**config.mk**
```make
export PLATFORM = sky130hd
export DESIGN_NAME = color_fade_in
export DESIGN_NICKNAME = d
export VERILOG_FILES = /design/src/rtl/color_pkg.sv /design/src/rtl/color_fade_in.sv
export SDC_FILE = /design/constraint.sdc
export NUM_CORES = 1
export LEC_CHECK = 0
export ABC_AREA = 1
export BUFFER_PORTS_ARGS = -buffer_cell sky130_fd_sc_hd__buf_2
export CORE_MARGIN = 5
export CORE_UTILIZATION = 43
export DETAILED_ROUTE_END_ITERATION = 10
export PLACE_DENSITY = 0.63
export SETUP_SLACK_MARGIN = 0.5
export SYNTH_ARGS = -nofsm -noshare
export SYNTH_HDL_FRONTEND = slang
export SYNTH_SLANG_ARGS = --single-unit
```
**constraint.sdc**
```tcl
create_clock -name clk -period 3.45 [get_ports clk]
set_input_delay 0.345 -clock clk [delete_from_list [all_inputs] [get_ports clk]]
set_output_delay 0.345 -clock clk [all_outputs]
set_load 0.005 [all_outputs]
```
**src/rtl/color_pkg.sv**
```systemverilog
// Shared colour types and per-channel arithmetic for the RGB display path.
`timescale 1ns/1ps
package color_pkg;

  localparam int unsigned CHAN_W = 8;

  typedef struct packed {
    logic [CHAN_W-1:0] r;
    logic [CHAN_W-1:0] g;
    logic [CHAN_W-1:0] b;
  } rgb_t;

  // Floor-divide each channel by 2^shift independently; no carry between channels.
  function automatic rgb_t rgb_shr(rgb_t c, logic [2:0] shift);
    rgb_t res;
    res.r = c.r >> shift;
    res.g = c.g >> shift;
    res.b = c.b >> shift;
    return res;
  endfunction

endpackage

```
**src/rtl/color_fade_in.sv**
```systemverilog
// Latches a target colour, starts it dimmed by 2^START_SHIFT and doubles brightness
// every STEP_CYCLES clocks until full colour is reached.
`timescale 1ns/1ps
module color_fade_in
  import color_pkg::*;
#(
  parameter int unsigned STEP_CYCLES = 1000,
  parameter int unsigned START_SHIFT = 2
) (
  input  logic        clk,
  input  logic        rst_n,
  input  logic        start,
  input  logic [23:0] color_in,
  output logic [7:0]  r_out,
  output logic [7:0]  g_out,
  output logic [7:0]  b_out,
  output logic        busy,
  output logic        done
);

  localparam int unsigned CntW    = (STEP_CYCLES > 1) ? $clog2(STEP_CYCLES) : 1;
  localparam logic [CntW-1:0] CntLast = CntW'(STEP_CYCLES - 1);
  localparam logic [2:0]  StartSh = 3'(START_SHIFT);

  typedef enum logic [0:0] {StIdle, StRamp} state_e;

  state_e          state_q;
  rgb_t            color_q;
  logic [2:0]      shift_q;
  logic [CntW-1:0] step_cnt;
  rgb_t            start_rgb;
  rgb_t            step_rgb;

  assign start_rgb = rgb_shr(rgb_t'(color_in), StartSh);
  assign step_rgb  = rgb_shr(color_q, shift_q - 3'd1);

  always_ff @(posedge clk or negedge rst_n) begin
    if (!rst_n) begin
      state_q  <= StIdle;
      color_q  <= '0;
      shift_q  <= '0;
      step_cnt <= '0;
      r_out    <= '0;
      g_out    <= '0;
      b_out    <= '0;
      busy     <= 1'b0;
      done     <= 1'b0;
    end else begin
      done <= 1'b0;
      // A start wins over a step boundary landing on the same edge.
      if (start) begin
        color_q  <= rgb_t'(color_in);
        shift_q  <= StartSh;
        step_cnt <= '0;
        r_out    <= start_rgb.r;
        g_out    <= start_rgb.g;
        b_out    <= start_rgb.b;
        if (StartSh == 3'd0) begin
          state_q <= StIdle;
          busy    <= 1'b0;
          done    <= 1'b1;
        end else begin
          state_q <= StRamp;
          busy    <= 1'b1;
        end
      end else if (state_q == StRamp) begin
        if (step_cnt == CntLast) begin
          step_cnt <= '0;
          shift_q  <= shift_q - 3'd1;
          r_out    <= step_rgb.r;
          g_out    <= step_rgb.g;
          b_out    <= step_rgb.b;
          if (shift_q == 3'd1) begin
            state_q <= StIdle;
            busy    <= 1'b0;
            done    <= 1'b1;
          end
        end else begin
          step_cnt <= step_cnt + 1'b1;
        end
      end
    end
  end

endmodule

```
## Word-level counts from Yosys, hierarchy flattened

Cells that the tools add are included.

- Word-level logic and storage cells: 50
- Output and inout port bits: 26
- Register bits after elaboration: 64
- Input bits: 27

- Shift-type cells: 3
- Reductions and logical operators: 5
- Mux-type cells: 27
- Add/subtract/negate cells: 2
- Equal/unequal tests: 2

Operator list:

| cell | number |
|---|---|
| $mux 8 | 9 |
| $mux 10 | 3 |
| $shr 8x3->8 | 3 |
| $mux 1 | 12 |
| $add 10x1->10 const B | 1 |
| $eq 10x10->1 const B | 1 |
| $mux 3 | 3 |
| $reduce_bool 2->1 | 3 |
| $eq 3x1->1 const B | 1 |
| $reduce_and 3->1 | 1 |
| $sub 3x1->3 const B | 1 |
| $reduce_and 2->1 | 1 |

## Depth between registers and ports, before layout

Gate-level depths: netlist of the first run.

- Depth in word-level cells: 5
- Mapped depth: 13
- Mapped depth without buffers: 11

## Worst setup path after synthesis of the first run

OpenSTA, ideal clock, no wires.

- Path type: register -> register
- From: reg shift_q[0]
- To: reg r_out[2]
- Period minus slack after synthesis: 1819 ps
- Cell stages (with the launch flop): 12
- Arrival: 1702 ps
- Setup slack: 1631 ps
- Path buffers: 3
- Cell sequence: dfrtp_1 -> buf_4 -> inv_2 -> buf_4 -> ha_1 -> inv_2 -> clkbuf_1 -> nor2_1 -> nand2_1 -> nand3_1 -> nand2_1 -> nand2_1

- Longest elaborated chain between the ends: 5

RTL lines:

| item | line | source |
|---|---|---|
| start: declaration | color_fade_in.sv:29 | `logic [2:0] shift_q;` |
| start signal: assignment | color_fade_in.sv:53 | `shift_q <= StartSh;` |
| start signal: assignment | color_fade_in.sv:69 | `shift_q <= shift_q - 3'd1;` |
| $sub 3x1->3 | color_fade_in.sv:35 | `assign step_rgb = rgb_shr(color_q, shift_q - 3'd1);` |
| $shr 8x3->8 | color_pkg.sv:16 | `res.r = c.r >> shift;` |
| $mux 8 | color_fade_in.sv:67 | `if (step_cnt == CntLast) begin` |
| $mux 8 | color_fade_in.sv:66 | `end else if (state_q == StRamp) begin` |
| $mux 8 | color_fade_in.sv:51 | `if (start) begin` |
| end signal: assignment | color_fade_in.sv:55 | `r_out <= start_rgb.r;` |
| end signal: assignment | color_fade_in.sv:70 | `r_out <= step_rgb.r;` |
| end: declaration | color_fade_in.sv:14 | `output logic [7:0] r_out,` |

No other way between the ends. The select of a mux whose other input is x is not followed.
A chain may end at the register's enable or synchronous reset.

## Worst setup path in the final report of the first run

- From: reg shift_q[0]
- To: reg r_out[4]

The elaborated chain is that of the path after synthesis.

==> impl_metrics.yaml, run 1 <==
die:
  die_area_um2: 10000
  fp.coreArea_um2: 7810
  io_pins: 53
  row_count: 32
  fp.dieH_um: 100
  fp.dieW_um: 100
  initial_core_util_pct: 44.7
synth:
  synth.avg_cell_area_um2: 7.31
  yosys.area.top_type: "dfrtp_1"
  synth.most_common_cell: "nand2_1"
  ys_ff_latch: 64
  synth_warnings: 0
  synth_edf_count: 0
  syn_nets: 508
  yosys-top-cells-count: "nand2_1, dfrtp_1, nand3_1"
  synth.area.top_cells: "dfrtp_1, nand2_1, nand3_1"
  synth.top_cell.area_share_pct: 45.8
  synthesis.area_um2: 3490
  synth_flop_cell: "dfrtp_1"
  ys_types: 26
  synth-seq-area-share_pct: 45.8
  synthCells: 478
  async_flop_share_pct: 100
grt:
  grt_overflow: 0
  grtUsageTotal_pct: 18.4
  grt_pass1_vias: 2979
  grt_max_degree: 44
  antenna_found_initial: 0
  grt_pass1_wl_um: 14600
hold_path:
  hold_class: "in -> reg"
placement:
  hpwl_um: 6310
  port_buffers: 52
  place.gp.congestion: 0.873
  post-place-ws_ps: 1250
clocking:
  clk_pin_slew_ps: 70
  clock_latency_ps: 340
  cts_htree_levels: 3
  cts_tree: "yes"
  root_buffer: "clkbuf_8"
  clockBufferDepth: 2
  cts_setup_buffers: 0
  clock_sinks: 64
  cts-buffers-inserted: 9
critical_path:
  arrival_ps: 2430
  startpoint_type: "flip-flop"
  critical_path_class: "reg -> reg"
  cp_max_fo: 25
  end_kind: "flip-flop"
  critical_path_required_ps: 3660
  regToRegSetupSlack_ps: 1230
power:
  clockPowerShare_pct: 29.8
  p_int_uw: 1290
  seq_power_share_pct: 45.2
  powerDensity_nw_per_um2: 487
  p_leak_uw: 0.00218
  p_sw_uw: 646
  combPwrFrac_pct: 25.0
  irDropWorstVdd_mv: 0.245
  switching_share_pct: 33.4
route:
  vias: 3147
  dr.first_iter.drc_count: 203
  wl_per_cell_um: 13.8
  ant_nets: 0
  vias_per_cell: 4.98
  routed_wl_um: 8730
  drc: 0
  dr.pass1.iters: 5
sta:
  setup_violations: 0
  maxSlewViolCount: 0
  grt_setup_unrepaired: "false"
  timing.fmax_mhz: 451
  min_period_over_period_pct: 64.3
  finalHoldViolations: 0
  clock-skew-final_ps: 5.67
  finalSetupTns_ps: 0
  fin_ws_ps: 1230
  tightest_slew_ps: 528
  slew_headroom_pct: 64.8
  period_needed_ps: 2220
status:
  status: "finished clean"
cells_and_area:
  syn2layout_area_growth_pct: 13.6
  num_antenna_cells: 0
  drive_gt1_share_pct: 16.4
  final_nets: 556
job:
  cap_violations: 0
## stage by stage
step / power [uW] / hold WS, ps / area (um2) / util (%) / std cells
detailed placement: 1370 / 227 / 3790 / 48.5 / 616
finish: 1930 / 214 / 3970 / 50.8 / 632
floorplan: 1210 / 49.4 / 3490 / - / 478
global route: 2060 / 208 / 3970 / 50.8 / 632
CTS: 1950 / 210 / 3970 / 50.8 / 632
global placement: 1360 / 228 / 3790 / 48.5 / 616
## per-layer routing
layer | vias up | GRT usage (%) | share of wire, %
li1 | 1595 | - | -
met1 | 1445 | 26.1 | 48
met2 | 94 | 27.5 | 45
met3 | 13 | 4.10 | 5.8
met4 | 0 | 6.84 | 1.7
met5 | - | 0 | 0
## what timing repair did
item	in CTS	in global routing
hold endpoints to repair	8	0
hold buffers	1	0
gates resized for setup	0	0
## power by group through the flow
stage | Sequential (uW) | Clock, uW | Combinational (uW)
floorplan | 878 | 0 | 330
global placement | 887 | 0 | 476
detailed placement | 885 | 0 | 482
CTS | 873 | 593 | 485
global route | 880 | 624 | 551
finish | 873 | 577 | 483
## final timing paths
path / from / to / cells past startpoint
max in group asynchronous: rst_n / step_cnt[3] / 3
min in group asynchronous: rst_n / color_q[8] / 2
worst min-delay path: color_in[8] / color_q[8] / 3
worst min register to register: b_out[7] / b_out[7] / 2
worst max-delay path: shift_q[0] / r_out[4] / 8
worst max register to register: shift_q[0] / r_out[4] / 8
## kinds of logic (layout without fill, tap and decap cells)
family                   after synthesis  in the layout  share of synthesized area [%]
AO/OA/AOI/OAI                         51             51                           8.06
XOR/XNOR                               5              5                           1.25
adder cells (fa/ha/maj)                3              3                           1.07
buffers and inverters                 70            122                           9.13
flip-flops                            64             64                           45.8
AND/OR/NAND/NOR                      285            285                           34.6
## critical path: stages, from the launching register on
cell,delay (ps)
dfrtp_1,390
inv_2,330
ha_1,210
buf_4,270
inv_2,230
nand3_1,140
nand2_1,70
a21boi_0,350
o21ai_1,90
## sequential cells by signal, indices dropped and copies added (netlist names)
name and flops:
shift_q 3, b_out 8, step_cnt 10, state_q 1, r_out 8, done 1, color_q 24, busy 1
g_out 8
## layout by cell type, fill, tap and decap left out, types with 4 or more instances in the layout
master and instances:
a21boi_0 6, inv_2 5, nand2_1 204, dfrtp_1 64, buf_2 52, o21ai_0 29, nand4_1 4, o21ai_1 15
buf_4 6, clkbuf_8 11, nor2_1 16, nand3_1 50, xor2_1 4, inv_1 43
## area by class of cell
type | count | area, um2
multi-input cells | 344 | 1570
clock buffers | 12 | 155
flip-flops and latches | 64 | 1600
well taps | 102 | 128
fillers | 824 | 3840
repair buffers | 59 | 315
inverters | 48 | 180
clock inverters | 3 | 17.5
(Power assumes the default switching activity.)
==> run 2: changes to the inputs <==
--- a/config.mk
+++ b/config.mk
@@ -5,7 +5,7 @@
 export SDC_FILE = /design/constraint.sdc
 export NUM_CORES = 1
 export LEC_CHECK = 0
-export ABC_AREA = 1
+export ABC_AREA = 0
 export BUFFER_PORTS_ARGS = -buffer_cell sky130_fd_sc_hd__buf_2
 export CORE_MARGIN = 5
 export CORE_UTILIZATION = 43
==> constraint.sdc (replaced) <==
create_clock -name clk -period 2.2 [get_ports clk]
set_input_delay 0.22 -clock clk [delete_from_list [all_inputs] [get_ports clk]]
set_output_delay 0.22 -clock clk [all_outputs]
set_load 0.005 [all_outputs]
==> impl_metrics.yaml, run 2 <==
sta:
  min_period_over_period_pct: 83.1
  clock-skew-final_ps: 11.8
  period_needed_ps: 1830
  finalSetupTns_ps: 0
  slew_headroom_pct: 48.9
  setup_violations: 0
  tightest_slew_ps: 767
  timing.fmax_mhz: 547
  finalHoldViolations: 0
  grt_setup_unrepaired: "true"
  maxSlewViolCount: 0
synth:
  ys_ff_latch: 64
  yosys.area.top_type: "dfrtp_1"
  ys_types: 48
  synth_flop_cell: "dfrtp_1"
  syn_nets: 354
  synth.top_cell.area_share_pct: 46.7
  synth_edf_count: 0
  synth_warnings: 0
  yosys-top-cells-count: "dfrtp_1, mux2i_1, nand2_1"
  synth.area.top_cells: "dfrtp_1, mux2i_1, mux2_2"
  synthesis.area_um2: 3430
  synth.most_common_cell: "dfrtp_1"
  async_flop_share_pct: 100
  synthCells: 324
  synth-seq-area-share_pct: 46.7
  synth.avg_cell_area_um2: 10.6
power:
  clockPowerShare_pct: 30.2
  irDropWorstVdd_mv: 0.550
  p_leak_uw: 0.00202
  seq_power_share_pct: 38.8
  p_int_uw: 2540
  p_sw_uw: 1100
  powerDensity_nw_per_um2: 804
  combPwrFrac_pct: 31.0
  switching_share_pct: 30.3
critical_path:
  critical_path_required_ps: 2420
  path_cells: "inv_2, ha_4, buf_12, mux2i_4, mux2i_1, a221oi_2, nor2_1"
  cp_slowest_stage_delay_ps: 370
  critPathBufInv: 2
  arrival_ps: 2040
  startpoint_type: "flip-flop"
  cp_top_family: "multiplexers"
  cp_max_fo: 6
  cpMaxStageDelayCell: "dfrtp_1"
  critical_path_class: "reg -> reg"
  end_kind: "flip-flop"
grt:
  grt_pass1_vias: 2913
  antenna_found_initial: 0
  grt_overflow: 0
  grt_max_degree: 35
  grt_pass1_wl_um: 15600
  grtUsageTotal_pct: 20.2
placement:
  hpwl_um: 6220
  place.gp.congestion: 0.850
  placed_area_um2: 3850
  port_buffers: 52
cells_and_area:
  reg_top3: "color_q x24, step_cnt x10"
  final_common_cell: "dfrtp_1"
  num_antenna_cells: 0
  drive_gt1_share_pct: 40.4
  final_cell_mix: "dfrtp_1, buf_2, nand2_1, buf_4, nor2_1"
  largest_reg_flops: 24
  fillCellCount: 646
  final_nets: 433
  finish.instance_area_um2: 4530
  syn2layout_area_growth_pct: 32.2
  max_flop_register: "color_q"
route:
  vias_per_cell: 5.71
  vias: 2913
  drc: 0
  ant_nets: 0
  dr.first_iter.drc_count: 256
  dr.pass1.iters: 5
  wl_per_cell_um: 19.2
  routed_wl_um: 9770
clocking:
  clockBufferDepth: 2
  cts-buffers-inserted: 9
  clk_pin_slew_ps: 70
  cts_htree_levels: 3
  clock_latency_ps: 350
  root_buffer: "clkbuf_8"
  cts_tree: "yes"
  clock_sinks: 64
die:
  fp.dieW_um: 99.3
  row_count: 32
  fp.coreArea_um2: 7730
  initial_core_util_pct: 44.4
  io_pins: 53
  fp.dieH_um: 99.3
  die_area_um2: 9860
hold_path:
  hold_class: "in -> reg"
job:
  cap_violations: 0
status:
  status: "finished clean"
run 2: power by group through the flow:
stage / registers, uW / clock network, uW / logic [uW]
2_1_floorplan: 1390 / 0 / 577
3_3_place_gp: 1420 / 0 / 807
3_5_place_dp: 1420 / 0 / 817
4_1_cts: 1400 / 1130 / 1030
5_1_grt: 1430 / 1180 / 1220
6_report: 1410 / 1100 / 1130
run 2: timing repair:
action,4_1_cts,5_1_grt
setup buffers,13,7
gates cloned,3,1
hold buffers,1,0
pin swaps,9,14
endpoints found under the hold margin,30,0
endpoints found under the setup margin,30,21
gates resized for setup,25,19
run 2: worst paths after layout:
path	end	depth (start not counted)	slack [ps]	start
min in group asynchronous	color_q[23]	2	490	rst_n
worst max register to register	g_out[5]	7	370	shift_q[0]
worst min register to register	b_out[6]	2	480	b_out[6]
max in group asynchronous	color_q[6]	3	1030	rst_n
worst max-delay path	g_out[5]	7	370	shift_q[0]
worst min-delay path	color_q[8]	2	110	color_in[8]
run 2: layout make-up:
cell class | count | area, um2 | share of cell area (%)
clock buffers | 13 | 149 | 3.28
clock inverters | 3 | 65.1 | 1.44
inverters | 3 | 11.3 | 0.248
multi-input cells | 237 | 1980 | 43.6
flip-flops and latches | 64 | 1600 | 35.3
well taps | 102 | 128 | 2.82
repair buffers | 88 | 602 | 13.3
run 2: logic make-up (layout without fill, tap and decap cells):
kind of cell	count (synthesis)	after routing	share of synthesized area, %
xor gates and xnor gates	7	7	2.23
muxes	58	58	18.0
and+or+nand+nor	108	109	15.7
buffers and inverters	26	107	3.72
adders and majority gates	3	3	1.10
AOI/OAI and AO/OA	58	60	12.6
DFF	64	64	46.7
run 2: routing by layer:
metal | GRT usage (%) | vias to the layer above | share of wire [%] | wire, um
met1 | 28.2 | 1424 | 45 | 4420
met4 | 8.19 | 0 | 2.9 | 281
met3 | 4.49 | 20 | 6.9 | 672
met5 | 0 | - | 0 | 0
met2 | 30.6 | 114 | 45 | 4400
li1 | - | 1355 | - | -
run 2: stage by stage:
| step | hold slack, ps | setup slack [ps] | power, uW | std cells | util (%) |
|---|---|---|---|---|---|
| after detailed placement | 337 | 237 | 2230 | 469 | 49.8 |
| after global placement | 338 | 243 | 2220 | 469 | 49.8 |
| after global routing | 104 | 294 | 3830 | 510 | 58.7 |
| final | 109 | 372 | 3640 | 510 | 58.7 |
| after CTS | 101 | 414 | 3560 | 502 | 56.7 |
| after floorplan | -75.6 | 372 | 1970 | 324 | - |
==> run 3: changes to the inputs <==
--- a/config.mk
+++ b/config.mk
@@ -5,7 +5,7 @@
 export SDC_FILE = /design/constraint.sdc
 export NUM_CORES = 1
 export LEC_CHECK = 0
-export ABC_AREA = 0
+export ABC_AREA = 1
 export BUFFER_PORTS_ARGS = -buffer_cell sky130_fd_sc_hd__buf_2
 export CORE_MARGIN = 5
 export CORE_UTILIZATION = 43
==> constraint.sdc (replaced) <==
create_clock -name clk -period 1.7 [get_ports clk]
set_input_delay 0.17 -clock clk [delete_from_list [all_inputs] [get_ports clk]]
set_output_delay 0.17 -clock clk [all_outputs]
set_load 0.005 [all_outputs]
==> impl_metrics.yaml, run 3 (synthesis gave the netlist of run 1 again) <==
clocking:
  cts_tree: "yes"
  clock_latency_ps: 340
  cts-buffers-inserted: 9
  clk_pin_slew_ps: 70
  cts_htree_levels: 3
  clock_sinks: 64
  root_buffer: "clkbuf_8"
  clockBufferDepth: 2
route:
  ant_nets: 0
  vias_per_cell: 5.13
  dr.first_iter.drc_count: 268
  dr.pass1.iters: 4
  routed_wl_um: 10200
  vias: 3370
  wl_met2_um: 4990
  highest_layer: "met4"
  wl_per_cell_um: 15.5
  wl_met3_um: 561
  drt-met1-wl_um: 4490
  drc: 0
cells_and_area:
  final_cell_mix: "nand2_1, dfrtp_1, buf_2, nand3_1, inv_1"
  final_nets: 581
  num_antenna_cells: 0
  seqCellArea_um2: 1600
  max_flop_register: "color_q"
  drive_gt1_share_pct: 26.1
  reg_top3: "color_q x24, step_cnt x10"
  syn2layout_area_growth_pct: 28.5
  largest_reg_flops: 24
  final_util_pct: 57.5
  multiInputGateArea_um2: 1820
  fillCellCount: 746
  final_common_cell: "nand2_1"
critical_path:
  critical_path_required_ps: 1930
  cp_max_fo: 22
  critical_path_class: "reg -> reg"
  arrival_ps: 1760
  startpoint_type: "flip-flop"
  end_kind: "flip-flop"
sta:
  tightest_slew_ps: 361
  period_needed_ps: 1530
  setup_violations: 0
  grt_setup_unrepaired: "true"
  fin_ws_ps: 170
  clock-skew-final_ps: 12.2
  finalSetupTns_ps: 0
  maxSlewViolCount: 0
  finalHoldViolations: 0
  slew_headroom_pct: 76.0
  min_period_over_period_pct: 90.0
  timing.fmax_mhz: 653
placement:
  port_buffers: 52
  post-place-ws_ps: 109
  place.gp.congestion: 0.901
  hpwl_um: 6240
die:
  initial_core_util_pct: 44.7
  io_pins: 53
  row_count: 32
  die_area_um2: 10000
  fp.dieW_um: 100
  fp.dieH_um: 100
  fp.coreArea_um2: 7810
hold_path:
  hold_class: "in -> reg"
grt:
  antenna_found_initial: 0
  grt_pass1_vias: 3234
  grt_pass1_wl_um: 16000
  grt_overflow: 0
  grtUsageTotal_pct: 20.3
  grt_max_degree: 65
power:
  p_leak_uw: 0.00239
  powerDensity_nw_per_um2: 943
  irDropWorstVdd_mv: 0.498
status:
  status: "finished clean"
job:
  cap_violations: 0
-- run 3: cell types whose count changed in the layout (fill, tap and decap cells not counted), sizes merged, moves of 8 or more --
cell,delta
nand2,+179
mux2,-25
buf,-10
o21ai,+34
nor2,-9
a31oi,-8
inv,+44
mux2i,-33
nand3,+32
-- run 3: repair_timing --
action | CTS | global route
pin swaps | 5 | 9
setup endpoints to repair | 40 | 40
resized for setup | 17 | 37
hold buffers | 1 | 0
buffers inserted | 10 | 8
cloned | 5 | 1
endpoints found under the hold margin | 64 | 0
-- run 3: final cells by class --
type | instances | area share, %
Tap cell | 102 | 2.84
Timing Repair Buffer | 79 | 12.8
Clock buffer | 12 | 3.46
Inverter | 48 | 4.37
Clock inverter | 3 | 0.390
Multi-Input combinational cell | 349 | 40.5
Sequential cell | 64 | 35.7
-- run 3: stage by stage --
stage / instance area [um2] / cells / hold WS, ps / total power, uW
2_1_floorplan: 3570 / 478 / -126 / 2520
3_3_place_gp: 3880 / 617 / 216 / 2870
3_5_place_dp: 3880 / 617 / 218 / 2880
4_1_cts: 4280 / 648 / 21.0 / 4160
5_1_grt: 4490 / 657 / 30.5 / 4480
6_report: 4490 / 657 / 34.1 / 4240
-- run 3: worst paths after layout --
| kind | start | end | slack [ps] | depth (start not counted) |
|---|---|---|---|---|
| max in group asynchronous | rst_n | shift_q[0] | 1010 | 3 |
| worst min register to register | b_out[0] | b_out[0] | 470 | 2 |
| worst max-delay path | shift_q[0] | b_out[0] | 170 | 9 |
| worst min-delay path | color_in[8] | color_q[8] | 30 | 3 |
| min in group asynchronous | rst_n | g_out[5] | 380 | 3 |
| worst max register to register | shift_q[0] | b_out[0] | 170 | 9 |
-- run 3: routing by layer --
layer | GRT usage [%] | vias to the layer above
met5 | 0 | -
met2 | 32.6 | 104
li1 | - | 1654
met3 | 4.79 | 15
met4 | 7.36 | 0
met1 | 26.8 | 1597
-- run 3: power breakdown --
group          leakage (uW)  internal, uW  switching, uW
clock             0.0000882           597            590
combinational       0.00150           508            771
sequential         0.000805          1680           91.8
total               0.00239          2780           1450
-- run 3: worst max-delay path: stages (launching register included) --
cell and delay, ps:
dfrtp_2 430, inv_4 60, ha_4 340, inv_8 90, nand3_1 110, nand2_2 80, nand2_1 90, nand3_2 110
nand2_1 70, nand2_1 50
